File: config.mk
export PLATFORM = sky130hd
export DESIGN_NAME = seq_add_sub
export DESIGN_NICKNAME = d
export VERILOG_FILES = /design/src/rtl/seq_add_sub.sv
export SDC_FILE = /design/constraint.sdc
export NUM_CORES = 1
export LEC_CHECK = 0
export ABC_AREA = 0
export ABC_CLOCK_PERIOD_IN_PS = 2700
export CELL_PAD_IN_SITES_DETAIL_PLACEMENT = 1
export CELL_PAD_IN_SITES_GLOBAL_PLACEMENT = 2
export CORE_ASPECT_RATIO = 1.4
export CORE_MARGIN = 3
export CORE_UTILIZATION = 25
export DETAILED_ROUTE_END_ITERATION = 10
export HOLD_SLACK_MARGIN = 0.03
export PLACE_DENSITY = 0.7
export SYNTH_ARGS = -nofsm -noshare
export SYNTH_HDL_FRONTEND = slang
export SYNTH_SLANG_ARGS = --single-unit
File: constraint.sdc
create_clock -name clk -period 2.7 [get_ports clk]
set_input_delay 0.405 -clock clk [delete_from_list [all_inputs] [get_ports clk]]
set_output_delay 0.405 -clock clk [all_outputs]
set_load 0.005 [all_outputs]
File: src/rtl/seq_add_sub.sv
`timescale 1ns/1ps
// seq_add_sub: multi-cycle adder/subtractor.
// Each RUN cycle sums one CHUNK-bit slice of the operands, LSB slice first.
// A carry register links the slices. Subtraction is done as A + ~B + 1.
// Results and flags are loaded only when the last slice completes, so the
// outputs never show a partial sum. A start/ready and valid/ack handshake
// sequences each operation.
module seq_add_sub #(
    parameter int WIDTH     = 16,
    parameter int CHUNK     = 4,
    parameter int OUT_WIDTH = 32
) (
    input  logic                 clk,
    input  logic                 rst_n,
    input  logic                 start,
    input  logic                 sub,
    input  logic [WIDTH-1:0]     A,
    input  logic [WIDTH-1:0]     B,
    output logic                 ready,
    output logic                 valid,
    input  logic                 ack,
    output logic [OUT_WIDTH-1:0] Q,
    output logic                 carry_out,
    output logic                 borrow,
    output logic                 overflow
);

    localparam int N     = WIDTH / CHUNK;
    localparam int CNT_W = (N > 1) ? $clog2(N) : 1;

    // Reject parameter sets the slicing scheme cannot handle.
    generate
        if ((CHUNK < 1) || ((WIDTH % CHUNK) != 0)) begin : g_bad_chunk
            $error("seq_add_sub: WIDTH must be a positive multiple of CHUNK");
        end
        if (OUT_WIDTH < (WIDTH + 1)) begin : g_bad_out
            $error("seq_add_sub: OUT_WIDTH must be at least WIDTH+1");
        end
    endgenerate

    typedef enum logic [1:0] {
        S_IDLE = 2'd0,
        S_RUN  = 2'd1,
        S_DONE = 2'd2
    } state_t;

    // One slice of the ripple: {carry, sum} = a + b + cin.
    function automatic logic [CHUNK:0] chunk_add(
        input logic [CHUNK-1:0] a,
        input logic [CHUNK-1:0] b,
        input logic             cin
    );
        chunk_add = {1'b0, a} + {1'b0, b} + {{CHUNK{1'b0}}, cin};
    endfunction

    state_t               state_q, state_d;
    logic [WIDTH-1:0]     a_q, a_d;
    logic [WIDTH-1:0]     bx_q, bx_d;
    logic [WIDTH-1:0]     sum_q, sum_d;
    logic                 sub_q, sub_d;
    logic                 carry_q, carry_d;
    logic [CNT_W-1:0]     cnt_q, cnt_d;
    logic                 ready_q, ready_d;
    logic                 valid_q, valid_d;
    logic [OUT_WIDTH-1:0] res_q, res_d;
    logic                 cout_q, cout_d;
    logic                 borrow_q, borrow_d;
    logic                 ovf_q, ovf_d;

    logic [CHUNK:0]       slice_s;
    int unsigned          base_s;

    // Next-state, datapath and output-load logic for the three-state sequencer.
    always_comb begin
        state_d  = state_q;
        a_d      = a_q;
        bx_d     = bx_q;
        sum_d    = sum_q;
        sub_d    = sub_q;
        carry_d  = carry_q;
        cnt_d    = cnt_q;
        res_d    = res_q;
        cout_d   = cout_q;
        borrow_d = borrow_q;
        ovf_d    = ovf_q;

        base_s  = 32'(cnt_q) * 32'(CHUNK);
        slice_s = chunk_add(a_q[base_s +: CHUNK], bx_q[base_s +: CHUNK], carry_q);

        case (state_q)
            S_IDLE: begin
                if (start) begin
                    a_d     = A;
                    bx_d    = sub ? ~B : B;
                    sub_d   = sub;
                    carry_d = sub;
                    cnt_d   = {CNT_W{1'b0}};
                    sum_d   = {WIDTH{1'b0}};
                    state_d = S_RUN;
                end else begin
                    state_d = S_IDLE;
                end
            end
            S_RUN: begin
                sum_d[base_s +: CHUNK] = slice_s[CHUNK-1:0];
                carry_d = slice_s[CHUNK];
                if (cnt_q == CNT_W'(N - 1)) begin
                    cnt_d   = {CNT_W{1'b0}};
                    state_d = S_DONE;
                    // Final load: sum_d now holds the complete WIDTH-bit sum.
                    if (sub_q) begin
                        res_d    = OUT_WIDTH'($signed(sum_d));
                        cout_d   = 1'b0;
                        borrow_d = ~slice_s[CHUNK];
                    end else begin
                        res_d    = OUT_WIDTH'({slice_s[CHUNK], sum_d});
                        cout_d   = slice_s[CHUNK];
                        borrow_d = 1'b0;
                    end
                    ovf_d = (a_q[WIDTH-1] == bx_q[WIDTH-1]) &&
                            (sum_d[WIDTH-1] != a_q[WIDTH-1]);
                end else begin
                    cnt_d   = cnt_q + CNT_W'(1);
                    state_d = S_RUN;
                end
            end
            S_DONE: begin
                if (ack) begin
                    state_d = S_IDLE;
                end else begin
                    state_d = S_DONE;
                end
            end
            default: begin
                state_d = S_IDLE;
            end
        endcase

        ready_d = (state_d == S_IDLE);
        valid_d = (state_d == S_DONE);
    end

    // State, datapath and output registers; reset discards any operation.
    always_ff @(posedge clk or negedge rst_n) begin
        if (!rst_n) begin
            state_q  <= S_IDLE;
            a_q      <= {WIDTH{1'b0}};
            bx_q     <= {WIDTH{1'b0}};
            sum_q    <= {WIDTH{1'b0}};
            sub_q    <= 1'b0;
            carry_q  <= 1'b0;
            cnt_q    <= {CNT_W{1'b0}};
            ready_q  <= 1'b1;
            valid_q  <= 1'b0;
            res_q    <= {OUT_WIDTH{1'b0}};
            cout_q   <= 1'b0;
            borrow_q <= 1'b0;
            ovf_q    <= 1'b0;
        end else begin
            state_q  <= state_d;
            a_q      <= a_d;
            bx_q     <= bx_d;
            sum_q    <= sum_d;
            sub_q    <= sub_d;
            carry_q  <= carry_d;
            cnt_q    <= cnt_d;
            ready_q  <= ready_d;
            valid_q  <= valid_d;
            res_q    <= res_d;
            cout_q   <= cout_d;
            borrow_q <= borrow_d;
            ovf_q    <= ovf_d;
        end
    end

    assign ready     = ready_q;
    assign valid     = valid_q;
    assign Q         = res_q;
    assign carry_out = cout_q;
    assign borrow    = borrow_q;
    assign overflow  = ovf_q;

endmodule

# Word level (Yosys, flattened, before mapping)

Cells that the tools add are included.

Word-level logic and storage cells: 53
Output and inout bits: 37
Register bits: 91
Input port bits: 37

Multiplexer cells: 16
Add/subtract/negate cells: 4
Reductions and logical operators: 7
Equality and inequality tests: 7
Shifts and indexed selects: 4
Bitwise operators: 2

Operators by type and width:

| operator                                                                 | number |
|---|---|
| 4-bit negation with 34-bit output                                        | 1 |
| 4-bit by 34-bit variable shift with 16-bit output (first input constant) | 1 |
| 4-bit by 34-bit indexed part select with 16-bit output                   | 1 |
| 16-bit two-way mux                                                       | 2 |
| 32-bit two-way mux                                                       | 1 |
| 16-bit case mux with 2 select lines                                      | 1 |
| 16-bit by 5-bit indexed part select with 4-bit output                    | 2 |
| 16-bit bitwise mux                                                       | 1 |
| 16-bit inverter                                                          | 1 |
| 2-bit two-way mux                                                        | 4 |
| 2-bit equality test (second input constant)                              | 3 |
| 2-bit case mux with 3 select lines                                       | 1 |
| 2-bit AND reduction                                                      | 3 |
| 4-bit by 4-bit adder with 5-bit output                                   | 1 |
| 5-bit by 1-bit adder with 5-bit output                                   | 1 |
| 2-bit zero test                                                          | 2 |
| 1-bit two-way mux                                                        | 4 |
| 2-bit case mux with 2 select lines                                       | 1 |
| 2-bit by 1-bit adder with 2-bit output (second input constant)           | 1 |
| 2-bit by 1-bit equality test with 1-bit output (second input constant)   | 1 |
| 2-bit != test (second input constant)                                    | 1 |
| 1-bit case mux with 2 select lines                                       | 1 |
| 2-bit nonzero test                                                       | 1 |
| 1-bit equality test                                                      | 1 |
| other kinds (3)                                                          | 3 |

# Longest topological paths before layout

Depth in word-level cells: 7
Depth in mapped cells: 10
Depth with buffers taken out: 8

# Worst setup path before layout

Ideal clock, no wire load.

Path type: register to register
From: register cnt_q[0]
To: register sum_q[14]
Period minus slack after synthesis: 2.672 ns
Cell stages (with the launch flop): 10
Arrival: 2.551 ns
Path slack: 0.028 ns
Library setup time: 0.121 ns
Data required time: 2.579 ns
Buffers on the path: 2
Path through: dfrtp_1 > buf_6 > buf_2 > mux4_2 > fa_1 > inv_1 > fa_1 > xnor2_1 > and2_1 > a22o_2

Word-level cells in the longest chain between the ends: 6
Elaborated cells between the ends (all ways): 9
Those cells by class: add/sub (3); shift (4); mux (2)

RTL lines:

| what                                                   | RTL line | text |
|---|---|---|
| start, declared                                        | 62       | `logic [CNT_W-1:0] cnt_q, cnt_d;` |
| start signal, assigned                                 | 152      | `cnt_q <= {CNT_W{1'b0}};` |
| start signal, assigned                                 | 166      | `cnt_q <= cnt_d;` |
| 16-bit by 5-bit indexed part select with 4-bit output  | 88       | `slice_s = chunk_add(a_q[base_s +: CHUNK], bx_q[base_s +: CHUNK], carry_q);` |
| 4-bit by 4-bit adder with 5-bit output                 | 53       | `chunk_add = {1'b0, a} + {1'b0, b} + {{CHUNK{1'b0}}, cin};` |
| 5-bit by 1-bit adder with 5-bit output                 | 53       |  |
| 4-bit by 34-bit indexed part select with 16-bit output | 105      | `sum_d[base_s +: CHUNK] = slice_s[CHUNK-1:0];` |
| 16-bit bitwise mux (*)                                 | 105      |  |
| 16-bit case mux with 2 select lines (*)                | 90       | `case (state_q)` |
| end signal, assigned                                   | 149      | `sum_q <= {WIDTH{1'b0}};` |
| end signal, assigned                                   | 163      | `sum_q <= sum_d;` |
| end, declared                                          | 59       | `logic [WIDTH-1:0] sum_q, sum_d;` |

Mark *: on every way between the ends. The rest lies on a longest branch, timed or not.
A chain may end at the register's enable or synchronous reset.

# Worst setup path in the final report

From: register cnt_q[0]
To: register sum_q[1]

The elaborated chain is that of the path after synthesis.

==> results.yml <==
worst_hold_path:
  hold_class: "in -> async"
global_routing:
  antenna_found_initial: 0
  grt_pass1_wl_mm: 15.3
  grt_pass1_vias: 2889
  grt-ovfl-total: 0
  grtUsageTotal: 0.113
  grt_max_degree: 78
setup_path:
  path_cells: "buf_12, mux4_2, fa_1, inv_1, fa_1, nor2_1, a22o_1"
  max_stage_delay_ns: 0.51
  start_kind: "flop"
  cp-end-kind: "flop"
  crit_fanout: 10
  crit_type: "reg -> reg"
  required_ns: 2.98
  critPathArrivalTime_ns: 2.83
  critPathBufInv: 2
  cp_slowest_cell: "mux4_2"
  worst_path_dominant_cell_family: "adder cells"
  cp_common_cell: "fa_1"
run:
  drv_cap: 0
yosys:
  ys_types: 51
  synth_mux_area_frac: 0.0966
  synth_top_area_frac: 0.494
  synth_top_family_by_area: "compound AO/OA/AOI/OAI gates"
  synth_simple_gate_area_frac: 0.117
  syn_nets: 387
  syn_area_um2: 3850
  async_reset_ff_frac: 1.00
  ys_top_cells_by_area: "dfrtp_1 49%, mux2_2 4.7%, mux4_2 4.7%"
  postSynthCellCount: 339
  synth_seq_cells: 77
  yosysMostFrequentCell: "dfrtp_1"
  synth_xor_area_frac: 0.0387
  synth_compound_area_frac: 0.142
  synthFlopType: "dfrtp_1"
  synth-adder-area-share: 0.0397
  synth_sequential_area_ratio: 0.501
  yosys-top-cells-count: "76 x dfrtp_1, 32 x nor2_1, 26 x a21oi_1"
  ys_warn_count: 0
  synth_edf_count: 0
  syn_avg_cell_area_um2: 11.3
  yosysTopAreaCell: "dfrtp_1"
sta:
  fin_hold_ws_ns: 0.228
  setup_ws_ns: 0.147
  post-route-period-util: 0.946
  grt_setup_unrepaired: "false"
  maxSlewViolCount: 0
  fmax_ghz: 0.392
  clock_skew_ns: 0.00908
  worst_pin_slew_ns: 0.978
  finalCriticalPeriod_ns: 2.55
  slew_headroom: 0.348
  finalSetupTns_ns: 0
  finalSetupViolCount: 0
  hold_viol_final: 0
cts:
  cts_buffer_depth: 2
  clkSinkCount: 77
  htree_num_levels: 3
  post_cts_buffers: 0
  cts_tree: "yes"
  postCtsResizedCells: 0
  hold_buffers: 0
  cts_root_buffer: "clkbuf_16"
  cts.reportedPaths.clkPinSlew_ns: 0.06
  numCtsBuffers: 9
  clkLatencyLatePin_ns: 0.34
route:
  wl_per_cell_um: 15.7
  wl_mm: 9.36
  drc: 0
  drt_first_pass_iters: 4
  routed_via_density: 4.56
  drtAntennaViolNets: 0
  drtIter0Drc: 99
  vias: 2722
placed_design:
  gp_congestion: 0.768
  preCtsSetupSlack_ns: 0.110
  portBuffers: 73
  dp_hpwl_mm: 7.03
finish:
  nNetsFinal: 448
  area_growth_pct: 31.4
  drive_gt1_frac: 0.158
  num_antenna_cells: 0
  postLayoutCoreUtil: 0.336
run_status:
  run_status: "complete, no violations"
die:
  start_util: 0.256
  rows: 53
  coreArea_um2: 15100
  die_y_um: 153
  die_x_um: 111
  fp.dieArea_um2: 16900
  io_pins: 74
power:
  ir_worst_vdd_v: 0.000405
  leakagePower_nw: 2.04
  p_per_area_nw_per_um2: 1370
[power breakdown]
group          total (W)  leakage, nW  switching [W]  internal [W]
logic            0.00355        0.928        0.00184       0.00171
clock network    0.00132        0.158       0.000487      0.000833
registers        0.00203        0.956       0.000360       0.00167
[metal layers]
layer | GRT usage | wire (µm) | up-vias
met5 | 0 | 0 | -
met4 | 0.0370 | 153 | 0
met3 | 0.0262 | 338 | 10
met2 | 0.208 | 5190 | 56
met1 | 0.128 | 3680 | 1361
li1 | - | - | 1295
[metrics by stage]
step / cell area (µm²) / cells / power, W
after floorplan: 3850 / 339 / 0.00422
after global placement: 4720 / 581 / 0.00554
after detailed placement: 4720 / 581 / 0.00566
after CTS: 5050 / 597 / 0.00701
after global routing: 5050 / 597 / 0.00745
final: 5050 / 597 / 0.00690
[flip-flops by register name (all words and copies together), names as in the netlist]
name / flops
Q: 18
a_q: 16
borrow: 1
bx_q: 16
carry_out: 1
carry_q: 1
cnt_q: 2
overflow: 1
ready: 1
state_q: 2
sub_q: 1
sum_q: 16
valid: 1
[path summary, 6_finish.rpt]
path                                   end  cells past startpoint  slack [ns]     start
max in group asynchronous       state_q[0]                      1        1.84     rst_n
worst max register to register    sum_q[1]                      7        0.15  cnt_q[0]
worst min register to register       Q[13]                      2        0.48     Q[13]
worst min-delay path               bx_q[9]                      1        0.23     rst_n
min in group clk                     Q[13]                      2        0.48     Q[13]
worst max-delay path              sum_q[1]                      7        0.15  cnt_q[0]
[layout make-up]
cell class | instances | area, µm²
clock buffer | 10 | 239
sequential | 77 | 1930
timing repair buffer | 83 | 828
multi-input combinational | 216 | 1680
inverter | 13 | 48.8
clock inverter | 6 | 86.3
tap | 192 | 240
fill | 1664 | 10000
[cells in the final DEF, fill, tap and decap left out, types with 2 or more instances in the layout]
| master | instances |
|---|---|
| fa_1 | 2 |
| and2_1 | 3 |
| a221oi_1 | 3 |
| mux4_2 | 8 |
| bufinv_16 | 2 |
| nor3_2 | 2 |
| mux2_2 | 16 |
| nor2_1 | 32 |
| clkinv_2 | 2 |
| o21ai_1 | 3 |
| xnor2_1 | 17 |
| clkbuf_16 | 9 |
| a32o_1 | 7 |
| a22o_1 | 8 |
| buf_12 | 2 |
| a21oi_1 | 25 |
| nor3b_1 | 3 |
| clkdlybuf4s50_1 | 72 |
| inv_1 | 13 |
| nand2_1 | 17 |
| o22a_1 | 4 |
| o21ai_0 | 20 |
| dfrtp_1 | 76 |
| nand2b_1 | 2 |
| ha_1 | 9 |
| a22oi_1 | 3 |
| nor2b_1 | 8 |
| buf_4 | 9 |
| nand3_1 | 2 |
[kinds of logic (layout without fill, tap and decap cells)]
logic type      Yosys count  in the layout
fa+ha+maj                11             11
mux                      25             25
buf+inv                  46            112
flops                    77             77
compound gates           83             83
simple gates             80             80
xor+xnor                 17             17
Note: power is estimated with default switching activity, not from simulation.
